$ cat src/rtl/axi_master_aw_queue_if.sv
// ---------------------------------------------------------------------------
// axi_master_aw_queue_if
//
// Purpose:
//   Groups every handshake and bus signal of the AXI4 write-address issuer:
//   the user request port, the AXI AW channel, the observed B handshake,
//   the burst-length hand-off to the W-channel block and the status outputs.
//
// Modports:
//   master : view of the issuer itself (drives AW, tx_awlen, status)
//   slave  : view of the surroundings (user side, interconnect, W/B blocks)
//
// Signal summary:
//   write_addr_valid/ready, awaddr, awlen, awsize, awburst  user request port
//   m_axi_aw*                                               AXI AW channel
//   m_axi_bvalid, m_axi_bready                              observed B handshake
//   tx_awlen, tx_awlen_valid, tx_awlen_ready                burst length to W block
//   outstanding, err_4k                                     status
// ---------------------------------------------------------------------------
interface axi_master_aw_queue_if #(
   parameter int ID_W   = 12,
   parameter int ADDR_W = 32
);
   logic              write_addr_valid;
   logic              write_addr_ready;
   logic [ADDR_W-1:0] awaddr;
   logic [7:0]        awlen;
   logic [2:0]        awsize;
   logic [1:0]        awburst;

   logic [ID_W-1:0]   m_axi_awid;
   logic [ADDR_W-1:0] m_axi_awaddr;
   logic [7:0]        m_axi_awlen;
   logic [2:0]        m_axi_awsize;
   logic [1:0]        m_axi_awburst;
   logic              m_axi_awlock;
   logic [3:0]        m_axi_awcache;
   logic [2:0]        m_axi_awprot;
   logic [3:0]        m_axi_awqos;
   logic              m_axi_awvalid;
   logic              m_axi_awready;

   logic              m_axi_bvalid;
   logic              m_axi_bready;

   logic [7:0]        tx_awlen;
   logic              tx_awlen_valid;
   logic              tx_awlen_ready;

   logic [7:0]        outstanding;
   logic              err_4k;

   modport master (
      input  write_addr_valid, awaddr, awlen, awsize, awburst,
      output write_addr_ready,
      output m_axi_awid, m_axi_awaddr, m_axi_awlen, m_axi_awsize, m_axi_awburst,
      output m_axi_awlock, m_axi_awcache, m_axi_awprot, m_axi_awqos, m_axi_awvalid,
      input  m_axi_awready,
      input  m_axi_bvalid, m_axi_bready,
      output tx_awlen, tx_awlen_valid,
      input  tx_awlen_ready,
      output outstanding, err_4k
   );

   modport slave (
      output write_addr_valid, awaddr, awlen, awsize, awburst,
      input  write_addr_ready,
      input  m_axi_awid, m_axi_awaddr, m_axi_awlen, m_axi_awsize, m_axi_awburst,
      input  m_axi_awlock, m_axi_awcache, m_axi_awprot, m_axi_awqos, m_axi_awvalid,
      output m_axi_awready,
      output m_axi_bvalid, m_axi_bready,
      input  tx_awlen, tx_awlen_valid,
      output tx_awlen_ready,
      input  outstanding, err_4k
   );
endinterface

$ cat src/rtl/axi_master_aw_queue.sv
// ---------------------------------------------------------------------------
// axi_master_aw_queue
//
// Purpose:
//   AXI4 master write-address issuer. User write-address requests are queued
//   in a DEPTH-entry FIFO, issued one at a time on the AW channel with stable
//   valid/payload, and each issued burst length is handed to the W-channel
//   block. The number of bursts whose response is still pending is capped
//   at MAX_OUT.
//
// Ports:
//   clk            rising-edge clock
//   m_axi_aresetn  asynchronous active-low reset
//   bus            axi_master_aw_queue_if.master (user port, AW channel,
//                  observed B handshake, tx_awlen hand-off, status)
//
// Parameters:
//   ID_W, ADDR_W   AWID / address widths (must match the interface)
//   DEPTH          request FIFO entries, power of 2, >= 2
//   MAX_OUT        maximum outstanding bursts, 1..255
//   AW_ID          constant AWID value
//
// Configuration:
//   AXI_AW_4K_CHECK_EN  when defined, INCR requests that would cross a 4 KB
//                       boundary are consumed but dropped, pulsing err_4k.
//                       When undefined every request is queued, err_4k = 0.
// ---------------------------------------------------------------------------
module axi_master_aw_queue #(
   parameter int          ID_W    = 12,
   parameter int          ADDR_W  = 32,
   parameter int          DEPTH   = 4,
   parameter int          MAX_OUT = 8,
   parameter int unsigned AW_ID   = 0
) (
   input  logic                  clk,
   input  logic                  m_axi_aresetn,
   axi_master_aw_queue_if.master bus
);

   localparam int PTR_W = $clog2(DEPTH);

   typedef struct packed {
      logic [ADDR_W-1:0] addr;
      logic [7:0]        len;
      logic [2:0]        size;
      logic [1:0]        burst;
   } req_t;

   typedef enum logic [1:0] {
      IDLE,
      ADDR,
      LEN
   } state_t;

   req_t              mem_q [DEPTH];
   req_t              pushReq;
   req_t              headReq;
   logic [PTR_W:0]    wrPtr_q, wrPtr_d;
   logic [PTR_W:0]    rdPtr_q, rdPtr_d;
   logic [7:0]        outstanding_q, outstanding_d;

   state_t            state_q;
   logic [ADDR_W-1:0] awAddr_q;
   logic [7:0]        awLen_q;
   logic [2:0]        awSize_q;
   logic [1:0]        awBurst_q;
   logic              awValid_q;
   logic [7:0]        txAwlen_q;
   logic              txValid_q;

   logic              fifoEmpty;
   logic              fifoFull;
   logic              accept;
   logic              reject;
   logic              push;
   logic              pop;
   logic              awHs;
   logic              bHs;
   logic              outInc;
   logic              outDec;

   // Full/empty come from the extra pointer MSB: equal index with differing
   // wrap bit means full. Ready is forced low while reset is held.
   assign fifoEmpty = (wrPtr_q == rdPtr_q);
   assign fifoFull  = (wrPtr_q[PTR_W] != rdPtr_q[PTR_W]) &&
                      (wrPtr_q[PTR_W-1:0] == rdPtr_q[PTR_W-1:0]);

   assign bus.write_addr_ready = m_axi_aresetn & ~fifoFull;
   assign accept               = bus.write_addr_valid & bus.write_addr_ready;

`ifdef AXI_AW_4K_CHECK_EN
   // Last byte offset of the burst within its 4 KB page, in 16 bits so the
   // largest possible burst (256 beats of 128 bytes) cannot overflow.
   logic [15:0] burstEnd;
   assign burstEnd = 16'(bus.awaddr[11:0])
                   + ((16'(bus.awlen) + 16'd1) << bus.awsize)
                   - 16'd1;
   assign reject   = (bus.awburst == 2'b01) && (burstEnd > 16'd4095);
`else
   assign reject   = 1'b0;
`endif

   // A rejected request is still handshaken so the user side never stalls.
   assign push       = accept & ~reject;
   assign bus.err_4k = accept & reject;

   // The FSM can only take a new entry from IDLE, and only while another
   // burst would not exceed the outstanding cap.
   assign pop  = (state_q == IDLE) && !fifoEmpty && (outstanding_q < 8'(MAX_OUT));
   assign awHs = awValid_q & bus.m_axi_awready;
   assign bHs  = bus.m_axi_bvalid & bus.m_axi_bready;

   assign pushReq = '{addr: bus.awaddr, len: bus.awlen, size: bus.awsize, burst: bus.awburst};
   assign headReq = mem_q[rdPtr_q[PTR_W-1:0]];

   // Next-state for the FIFO pointers and the outstanding-burst counter.
   // The counter saturates at both ends, so a stray B response at zero is
   // ignored and an AW plus B in the same cycle cancel out.
   always_comb begin
      wrPtr_d       = push ? wrPtr_q + (PTR_W+1)'(1) : wrPtr_q;
      rdPtr_d       = pop  ? rdPtr_q + (PTR_W+1)'(1) : rdPtr_q;
      outInc        = awHs && (outstanding_q != 8'(MAX_OUT));
      outDec        = bHs  && (outstanding_q != 8'd0);
      outstanding_d = outstanding_q;
      if (outInc && !outDec) begin
         outstanding_d = outstanding_q + 8'd1;
      end else if (outDec && !outInc) begin
         outstanding_d = outstanding_q - 8'd1;
      end
   end

   // Pointer and counter registers; a reset empties the FIFO, which is how
   // queued requests get discarded.
   always_ff @(posedge clk or negedge m_axi_aresetn) begin
      if (!m_axi_aresetn) begin
         wrPtr_q       <= '0;
         rdPtr_q       <= '0;
         outstanding_q <= '0;
      end else begin
         wrPtr_q       <= wrPtr_d;
         rdPtr_q       <= rdPtr_d;
         outstanding_q <= outstanding_d;
      end
   end

   // FIFO storage carries no reset; its contents only matter behind the
   // pointers.
   always_ff @(posedge clk) begin
      if (push) begin
         mem_q[wrPtr_q[PTR_W-1:0]] <= pushReq;
      end
   end

   // Issue FSM with registered AW and tx_awlen outputs. Payload registers
   // are loaded only on pop, so they stay stable for the whole ADDR wait.
   always_ff @(posedge clk or negedge m_axi_aresetn) begin
      if (!m_axi_aresetn) begin
         state_q   <= IDLE;
         awAddr_q  <= '0;
         awLen_q   <= '0;
         awSize_q  <= '0;
         awBurst_q <= '0;
         awValid_q <= 1'b0;
         txAwlen_q <= '0;
         txValid_q <= 1'b0;
      end else begin
         case (state_q)
            IDLE: begin
               if (pop) begin
                  awAddr_q  <= headReq.addr;
                  awLen_q   <= headReq.len;
                  awSize_q  <= headReq.size;
                  awBurst_q <= headReq.burst;
                  awValid_q <= 1'b1;
                  state_q   <= ADDR;
               end
            end
            ADDR: begin
               if (bus.m_axi_awready) begin
                  awValid_q <= 1'b0;
                  txAwlen_q <= awLen_q;
                  txValid_q <= 1'b1;
                  state_q   <= LEN;
               end
            end
            LEN: begin
               if (bus.tx_awlen_ready) begin
                  txValid_q <= 1'b0;
                  state_q   <= IDLE;
               end
            end
            default: begin
               state_q <= IDLE;
            end
         endcase
      end
   end

   assign bus.m_axi_awid     = ID_W'(AW_ID);
   assign bus.m_axi_awaddr   = awAddr_q;
   assign bus.m_axi_awlen    = awLen_q;
   assign bus.m_axi_awsize   = awSize_q;
   assign bus.m_axi_awburst  = awBurst_q;
   assign bus.m_axi_awlock   = 1'b0;
   assign bus.m_axi_awcache  = 4'b0011;
   assign bus.m_axi_awprot   = 3'b000;
   assign bus.m_axi_awqos    = 4'b0000;
   assign bus.m_axi_awvalid  = awValid_q;
   assign bus.tx_awlen       = txAwlen_q;
   assign bus.tx_awlen_valid = txValid_q;
   assign bus.outstanding    = outstanding_q;

endmodule

$ cat src/flat_wrapper.sv
// flat-port wrapper written by rule: the top's interface ports become plain ports
module axi_master_aw_queue_flat 
#(
   parameter int          ID_W    = 12,
   parameter int          ADDR_W  = 32,
   parameter int          DEPTH   = 4,
   parameter int          MAX_OUT = 8,
   parameter int unsigned AW_ID   = 0
)
  (clk, m_axi_aresetn, bus_write_addr_valid, bus_awaddr, bus_awlen, bus_awsize, bus_awburst, bus_write_addr_ready, bus_m_axi_awid, bus_m_axi_awaddr, bus_m_axi_awlen, bus_m_axi_awsize, bus_m_axi_awburst, bus_m_axi_awlock, bus_m_axi_awcache, bus_m_axi_awprot, bus_m_axi_awqos, bus_m_axi_awvalid, bus_m_axi_awready, bus_m_axi_bvalid, bus_m_axi_bready, bus_tx_awlen, bus_tx_awlen_valid, bus_tx_awlen_ready, bus_outstanding, bus_err_4k);
  axi_master_aw_queue_if #(.ID_W(ID_W), .ADDR_W(ADDR_W)) bus_i ();
  input  logic clk;
  input  logic m_axi_aresetn;
  input wire logic [$bits(bus_i.write_addr_valid)-1:0] bus_write_addr_valid;
  input wire logic [$bits(bus_i.awaddr)-1:0] bus_awaddr;
  input wire logic [$bits(bus_i.awlen)-1:0] bus_awlen;
  input wire logic [$bits(bus_i.awsize)-1:0] bus_awsize;
  input wire logic [$bits(bus_i.awburst)-1:0] bus_awburst;
  output wire logic [$bits(bus_i.write_addr_ready)-1:0] bus_write_addr_ready;
  output wire logic [$bits(bus_i.m_axi_awid)-1:0] bus_m_axi_awid;
  output wire logic [$bits(bus_i.m_axi_awaddr)-1:0] bus_m_axi_awaddr;
  output wire logic [$bits(bus_i.m_axi_awlen)-1:0] bus_m_axi_awlen;
  output wire logic [$bits(bus_i.m_axi_awsize)-1:0] bus_m_axi_awsize;
  output wire logic [$bits(bus_i.m_axi_awburst)-1:0] bus_m_axi_awburst;
  output wire logic [$bits(bus_i.m_axi_awlock)-1:0] bus_m_axi_awlock;
  output wire logic [$bits(bus_i.m_axi_awcache)-1:0] bus_m_axi_awcache;
  output wire logic [$bits(bus_i.m_axi_awprot)-1:0] bus_m_axi_awprot;
  output wire logic [$bits(bus_i.m_axi_awqos)-1:0] bus_m_axi_awqos;
  output wire logic [$bits(bus_i.m_axi_awvalid)-1:0] bus_m_axi_awvalid;
  input wire logic [$bits(bus_i.m_axi_awready)-1:0] bus_m_axi_awready;
  input wire logic [$bits(bus_i.m_axi_bvalid)-1:0] bus_m_axi_bvalid;
  input wire logic [$bits(bus_i.m_axi_bready)-1:0] bus_m_axi_bready;
  output wire logic [$bits(bus_i.tx_awlen)-1:0] bus_tx_awlen;
  output wire logic [$bits(bus_i.tx_awlen_valid)-1:0] bus_tx_awlen_valid;
  input wire logic [$bits(bus_i.tx_awlen_ready)-1:0] bus_tx_awlen_ready;
  output wire logic [$bits(bus_i.outstanding)-1:0] bus_outstanding;
  output wire logic [$bits(bus_i.err_4k)-1:0] bus_err_4k;
  assign bus_i.write_addr_valid = bus_write_addr_valid;
  assign bus_i.awaddr = bus_awaddr;
  assign bus_i.awlen = bus_awlen;
  assign bus_i.awsize = bus_awsize;
  assign bus_i.awburst = bus_awburst;
  assign bus_write_addr_ready = bus_i.write_addr_ready;
  assign bus_m_axi_awid = bus_i.m_axi_awid;
  assign bus_m_axi_awaddr = bus_i.m_axi_awaddr;
  assign bus_m_axi_awlen = bus_i.m_axi_awlen;
  assign bus_m_axi_awsize = bus_i.m_axi_awsize;
  assign bus_m_axi_awburst = bus_i.m_axi_awburst;
  assign bus_m_axi_awlock = bus_i.m_axi_awlock;
  assign bus_m_axi_awcache = bus_i.m_axi_awcache;
  assign bus_m_axi_awprot = bus_i.m_axi_awprot;
  assign bus_m_axi_awqos = bus_i.m_axi_awqos;
  assign bus_m_axi_awvalid = bus_i.m_axi_awvalid;
  assign bus_i.m_axi_awready = bus_m_axi_awready;
  assign bus_i.m_axi_bvalid = bus_m_axi_bvalid;
  assign bus_i.m_axi_bready = bus_m_axi_bready;
  assign bus_tx_awlen = bus_i.tx_awlen;
  assign bus_tx_awlen_valid = bus_i.tx_awlen_valid;
  assign bus_i.tx_awlen_ready = bus_tx_awlen_ready;
  assign bus_outstanding = bus_i.outstanding;
  assign bus_err_4k = bus_i.err_4k;
  axi_master_aw_queue #(.ID_W(ID_W), .ADDR_W(ADDR_W), .DEPTH(DEPTH), .MAX_OUT(MAX_OUT), .AW_ID(AW_ID)) u_core (.clk(clk), .m_axi_aresetn(m_axi_aresetn), .bus(bus_i));
endmodule
$ cat config.mk
export PLATFORM = sky130hd
export DESIGN_NAME = axi_master_aw_queue_flat
export DESIGN_NICKNAME = d
export VERILOG_FILES = /design/src/rtl/axi_master_aw_queue_if.sv /design/src/rtl/axi_master_aw_queue.sv /design/src/flat_wrapper.sv
export SDC_FILE = /design/constraint.sdc
export NUM_CORES = 1
export LEC_CHECK = 0
export CAP_MARGIN = 15
export CORE_AREA = 2 2 153 155
export DETAILED_ROUTE_END_ITERATION = 8
export DIE_AREA = 0 0 155 157
export PLACE_DENSITY = 0.75
export REMOVE_ABC_BUFFERS = 1
export SLEW_MARGIN = 0
export SYNTH_ARGS = -nofsm -noshare
export SYNTH_HDL_FRONTEND = slang
export SYNTH_SLANG_ARGS = --single-unit
$ cat constraint.sdc
create_clock -name clk -period 5.5 [get_ports clk]
set_input_delay 1.375 -clock clk [delete_from_list [all_inputs] [get_ports clk]]
set_output_delay 1.375 -clock clk [all_outputs]
set_load 0.01 [all_outputs]
==> impl_metrics.json, run 1 <==
{
  "outcome": "completed",
  "die_h_um": 157,
  "syn_area_um2": 10000,
  "critical_path.endpoint_type": "primary output",
  "cts_buffer_depth": 3,
  "gp_congestion": 0.767,
  "ctsHoldBuffers": 0,
  "synth_area_leaders": "edfxtp_1 (54%), dfrtp_1 (18%), mux4_2 (10%)",
  "synth_edf_count": 180,
  "coreArea_um2": 22500,
  "max_freq_ghz": 0.255,
  "crit_path_end": "bus_write_addr_ready",
  "num_io_pins": 141,
  "yosysWarnings": 0,
  "synth_most_common_cell": "edfxtp_1",
  "num_vias": 4868,
  "slew_headroom": 0.362,
  "cp.arrival_ns": 2.54,
  "start_util": 0.446,
  "synthArstFlopShare": 0.283,
  "start_kind": "input pin",
  "clkSinkCount": 251,
  "fin_nets": 690,
  "regToRegStartpoint": "u_core.bus.outstanding[4]",
  "path_clk_slew_ns": 0.06,
  "rsz0062_at_grt": "false",
  "grt_max_degree": 48,
  "finalSetupTns_ns": 0,
  "synth_commonest_cells": "edfxtp_1 (180), dfrtp_1 (71), mux2_4 (46), mux4_2 (45), buf_4 (25)",
  "clock_latency_ns": 0.51,
  "grt_pass1_vias": 5224,
  "setup_violations": 0,
  "max-vdd-ir-drop_mv": 0.401,
  "antenna_cells": 0,
  "grt_pass1_wl_um": 30000,
  "crit_start": "m_axi_aresetn",
  "clock-root-buffer": "clkbuf_16",
  "critical_path_class": "in2out",
  "yosys.cell_types.count": 43,
  "drtAntennaViolNets": 0,
  "cts_tree": "built",
  "drt_pass1_iterations": 4,
  "antenna_found_initial": 1,
  "die_area_um2": 24300,
  "syn_avg_cell_area_um2": 20.4,
  "slew_violations": 0,
  "synth_top_area_share": 0.539,
  "syn_to_final_growth_pct": 22.4,
  "drive_gt1_frac": 0.250,
  "postCtsSetupBuffers": 0,
  "syn_inst": 493,
  "remaining_drc_errors": 0,
  "reg2reg_to": "u_core.bus.outstanding[7]",
  "synth_area_leader_cell": "edfxtp_1",
  "synth_flop_cell": "edfxtp_1",
  "htreeDepth": 1,
  "drv_cap": 0,
  "hpwl_um": 11400,
  "max_stage_delay_ns": 0.64,
  "cp.buffers_inverters": 3,
  "track_usage": 0.160,
  "cts-resized-gates": 0,
  "avgViaCountPerCell": 5.23,
  "die_x_um": 155,
  "required_ns": 4.12,
  "cp_num_cells": 4,
  "wire_per_inst_um": 20.2,
  "drtIter0Drc": 322,
  "ys_ff_latch": 251,
  "powerDensity_nw_per_um2": 552,
  "cp_top_family": "buffers and inverters",
  "cp_cell_sequence": "buf_4 -> inv_1 -> a31oi_1 -> clkdlybuf4s50_1",
  "r2r_slack_ns": 1.77,
  "ff2ff_path_depth": 11,
  "finalHoldViolCount": 0,
  "cpMaxStageDelayCell": "clkdlybuf4s50_1",
  "worst-path-max-fanout": 6,
  "finClkSkew_ns": 0.00865,
  "cts_inserted_buffers": 26,
  "p_leak_nw": 4.61,
  "yosysSeqAreaShare": 0.716,
  "total_power_w": 0.00678,
  "finalWirelength_um": 18800,
  "fp-row-count": 55,
  "fin_crit_sh": 0.712,
  "grt_overflow": 0,
  "fin_crit_ns": 3.92,
  "numPortBuffers": 115,
  "worst_pin_slew_ns": 0.957,
  "hp-class": "reg2reg"
}
## where the power goes
part | internal, W | leakage (nW) | switching (W)
Sequential | 0.00247 | 2.49 | 0.000248
Clock | 0.00116 | 0.451 | 0.000697
Combinational | 0.00127 | 1.67 | 0.000939
## sequential cells by signal (all words and copies together) (netlist names)
register / flops
u_core.mem_q: 180
u_core.bus.m_axi_awaddr: 32
u_core.bus.m_axi_awlen: 8
u_core.bus.outstanding: 8
u_core.bus.tx_awlen: 8
u_core.bus.m_axi_awsize: 3
u_core.rdPtr_q: 3
u_core.wrPtr_q: 3
u_core.bus.m_axi_awburst: 2
u_core.state_q: 2
u_core.bus.m_axi_awvalid: 1
u_core.bus.tx_awlen_valid: 1
## worst reg2reg max path: stages (launching register included)
cell      delay [ns]
dfrtp_1         0.43
or4_4           0.57
nor4_1          0.27
nand2b_1        0.09
nand3_1         0.09
ha_1            0.24
inv_1           0.19
ha_1            0.41
nand2_1         0.08
o311ai_1        0.59
mux2i_1         0.23
a221oi_1        0.41
## how the worst min path moves through the flow
stage | from | to | slack [ns] | cells after the start
final | u_core.state_q[1] | u_core.state_q[0] | 0.49 | 1
after global routing | u_core.bus.tx_awlen[5] | u_core.bus.tx_awlen[5] | 0.52 | 1
after CTS | u_core.state_q[1] | u_core.state_q[0] | 0.50 | 1
after detailed placement | u_core.bus.m_axi_awaddr[21] | u_core.bus.m_axi_awaddr[21] | 0.50 | 1
after global placement | u_core.state_q[1] | u_core.state_q[0] | 0.47 | 1
after floorplan | u_core.state_q[1] | u_core.state_q[0] | 0.44 | 1
## final cells by class
type	count	area, um2
flip-flops and latches	251	7190
fillers	1686	10200
repair buffers	124	1220
multi-input cells	213	2570
clock inverters	14	203
inverters	9	33.8
well taps	285	357
clock buffers	34	722
## layout by cell type (no fill, tap or decap), drive strengths merged, types with 2 or more instances in the layout
master         Yosys  layout
nand3b             3       3
and3               5       5
conb               2      25
ha                12      12
buf               39      10
inv                9       9
a21oi              9       9
xor2               4       4
nand2             10      10
o21ai              9       9
a21o               2       2
nand3              2       2
mux2i              2       2
clkinv             0       8
mux4              45      45
dfrtp             71      71
mux2              56      56
edfxtp           180     180
nand2b             3       3
clkdlybuf4s50      0     114
bufinv             0       5
xnor2              9       9
nor2               2       2
clkbuf             4      34
## stage by stage
step / hold WS, ns / worst slack, ns / instances / utilization / area [um2]
floorplan: 0.443 / 0.773 / 473 / - / 9780
global placement: 0.469 / 1.46 / 882 / 0.505 / 11400
global route: 0.523 / 1.35 / 930 / 0.546 / 12300
CTS: 0.500 / 1.57 / 930 / 0.546 / 12300
finish: 0.494 / 1.58 / 930 / 0.546 / 12300
detailed placement: 0.496 / 1.25 / 882 / 0.505 / 11400
## kinds of logic (layout without fill, tap and decap cells)
kind of cell               Yosys count  in the layout  synth area share
adders and majority gates           13             13            0.0170
other                                2             25          0.000748
DFF                                251            251             0.716
muxes                              103            103             0.183
AOI/OAI and AO/OA                   27             27            0.0163
buffers and inverters               52            181            0.0378
and+or+nand+nor                     32             32            0.0181
xor gates and xnor gates            13             13            0.0113
## routing by layer
layer  global-route usage  up-vias  share of wire
met2                0.269      164           0.49
met1                0.216     2524           0.43
met5                    0        -              0
met3               0.0355       28          0.062
li1                     -     2152              -
met4               0.0348        0          0.016
Power figures use the tool's default switching activity.
==> inputs of run 2 (changes only) <==
- PLACE_DENSITY: 0.75 -> 0.77
- clock period: 5.5 -> 3.6 ns (I/O delays scaled with it)
==> run 2 against run 1 <==
- setup slack got worse by 1.3 ns
- sequential share of layout area up 0.28 points
- die area stayed put
- cell count increased by 0.11%
- clock skew increased by 0.012 ns
- worst hold slack improved by 0.0059 ns
- core utilization down 0.26 points
- total power rose by 49%
- first-iteration DRC count decreased by 33%
- critical endpoint is now u_core.bus.outstanding[6]
- largest power group unchanged
- critical path type is now reg2reg
- register-to-register slack got worse by 1.5 ns
- routed wire length up 1.1%
- via count rose by 0.16%
==> impl_metrics.json, run 2 (synthesis gave the netlist of run 1 again) <==
{
  "highest_layer": "met5",
  "worst-path-max-fanout": 8,
  "cp_top_family": "simple AND/OR/NAND/NOR gates",
  "die_x_um": 155,
  "clock_latency_ns": 0.54,
  "max_stage_delay_ns": 0.56,
  "wl_met1_um": 7740,
  "max-vdd-ir-drop_mv": 0.503,
  "powerDensity_nw_per_um2": 826,
  "cpMaxStageDelayCell": "or4_4",
  "coreArea_um2": 22500,
  "total_power_w": 0.0101,
  "num_io_pins": 141,
  "fin_cells": 931,
  "gp_congestion": 0.760,
  "fin_crit_sh": 0.934,
  "met3_length_um": 1300,
  "slew_headroom": 0.292,
  "setup_violations": 0,
  "critical_path.endpoint_type": "register",
  "required_ns": 4.05,
  "fin_crit_ns": 3.36,
  "outcome": "completed",
  "drt_pass1_iterations": 4,
  "drv_cap": 0,
  "grt_max_degree": 72,
  "grt_pass1_vias": 5303,
  "final_cell_mix": "edfxtp_1 (180), clkdlybuf4s50_1 (114), dfrtp_1 (69)",
  "critical_path_class": "reg2reg",
  "finalWirelength_um": 19000,
  "path_clk_slew_ns": 0.06,
  "nFillCells": 1716,
  "drive_gt1_frac": 0.249,
  "rsz0062_at_grt": "false",
  "wire_per_inst_um": 20.4,
  "finClkSkew_ns": 0.0207,
  "dp.cells": 883,
  "clock-root-buffer": "clkbuf_16",
  "hp-class": "reg2reg",
  "slew_violations": 0,
  "drtAntennaViolNets": 0,
  "worst_pin_slew_ns": 1.06,
  "drtIter0Drc": 215,
  "met2RoutedLength_um": 9520,
  "grt_pass1_wl_um": 30000,
  "cts_buffer_depth": 3,
  "fin_nets": 691,
  "largest_reg_flops": 180,
  "start_kind": "register",
  "cp.buffers_inverters": 1,
  "cts_inserted_buffers": 26,
  "cts_tree": "built",
  "avgViaCountPerCell": 5.24,
  "numPortBuffers": 115,
  "layout_commonest_cell": "edfxtp_1",
  "antenna_found_initial": 1,
  "syn_to_final_growth_pct": 21.8,
  "cp_cell_sequence": "or4_4 -> nor4_2 -> nand2b_1 -> nand3_1 -> ha_1 -> inv_1 -> ha_1 -> a21oi_1 -> o21ai_0 -> a2111oi_0 -> nand3b_1",
  "antenna_cells": 0,
  "crit_path_frequent_cell": "ha_1",
  "finalSetupTns_ns": 0,
  "finalHoldViolCount": 0,
  "start_util": 0.446,
  "remaining_drc_errors": 0,
  "ctsHoldBuffers": 0,
  "cp.arrival_ns": 3.81,
  "clkSinkCount": 251,
  "holdWs_ns": 0.500,
  "die_area_um2": 24300,
  "p_leak_nw": 4.58,
  "num_vias": 4876,
  "die_h_um": 157,
  "track_usage": 0.160,
  "grt_overflow": 0,
  "fp-row-count": 55,
  "htreeDepth": 1,
  "hpwl_um": 11200,
  "max_freq_ghz": 0.297
}
-- run 2: changes by cell type in the layout (fill, tap and decap cells not counted), sizes merged --
cell and delta:
bufinv -5, buf +1, clkinv +2, clkbuf +3
-- run 2: final timing paths --
kind                                            from                          end  slack, ns  cells past startpoint
max reg2reg                u_core.bus.outstanding[5]    u_core.bus.outstanding[6]       0.24                     11
min reg2reg                   u_core.bus.tx_awlen[3]       u_core.bus.tx_awlen[3]       0.50                      1
min in group asynchronous              m_axi_aresetn  u_core.bus.m_axi_awburst[0]       0.63                      2
max in group asynchronous              m_axi_aresetn            u_core.rdPtr_q[0]       2.24                      2
min                           u_core.bus.tx_awlen[3]       u_core.bus.tx_awlen[3]       0.50                      1
max                        u_core.bus.outstanding[5]    u_core.bus.outstanding[6]       0.24                     11
-- run 2: worst reg2reg max path: cells and delay by family, from the launching register on --
kind / cells / cell delay [ns]
adders and majority gates: 2 / 0.65
and+or+nand+nor: 5 / 1.19
buffers and inverters: 1 / 0.19
AOI/OAI and AO/OA: 3 / 0.86
DFF: 1 / 0.42
-- run 2: power breakdown --
part | leakage (nW) | internal (W) | total, W | switching, W
Clock | 0.400 | 0.00142 | 0.00250 | 0.00108
Combinational | 1.68 | 0.00198 | 0.00345 | 0.00147
Sequential | 2.49 | 0.00377 | 0.00415 | 0.000382
-- run 2: metal layers --
layer,up-vias,GRT usage
met5,-,0
met4,2,0.0392
met3,37,0.0432
met2,188,0.276
met1,2502,0.203
li1,2147,-
-- run 2: cell type report --
type | count | area, um2 | area share
clock buffer | 37 | 732 | 0.0599
sequential | 251 | 7190 | 0.588
clock inverter | 11 | 83.8 | 0.00686
tap | 285 | 357 | 0.0292
timing repair buffer | 125 | 1260 | 0.103
multi-input combinational | 213 | 2570 | 0.210
inverter | 9 | 33.8 | 0.00276
-- run 2: stage by stage --
| stage | setup slack, ns | area [um2] | util |
|---|---|---|---|
| after floorplan | -1.13 | 9780 | - |
| after global placement | 0.181 | 11400 | 0.507 |
| after detailed placement | 0.0509 | 11400 | 0.507 |
| after CTS | 0.214 | 12200 | 0.543 |
| after global routing | 0.0440 | 12200 | 0.543 |
| final | 0.236 | 12200 | 0.543 |
-- run 2: repair_timing --
action	in CTS	in global routing
endpoints found under the setup margin	0	2
gates resized for setup	0	1
hold endpoints to repair	0	0
buffers inserted	0	0
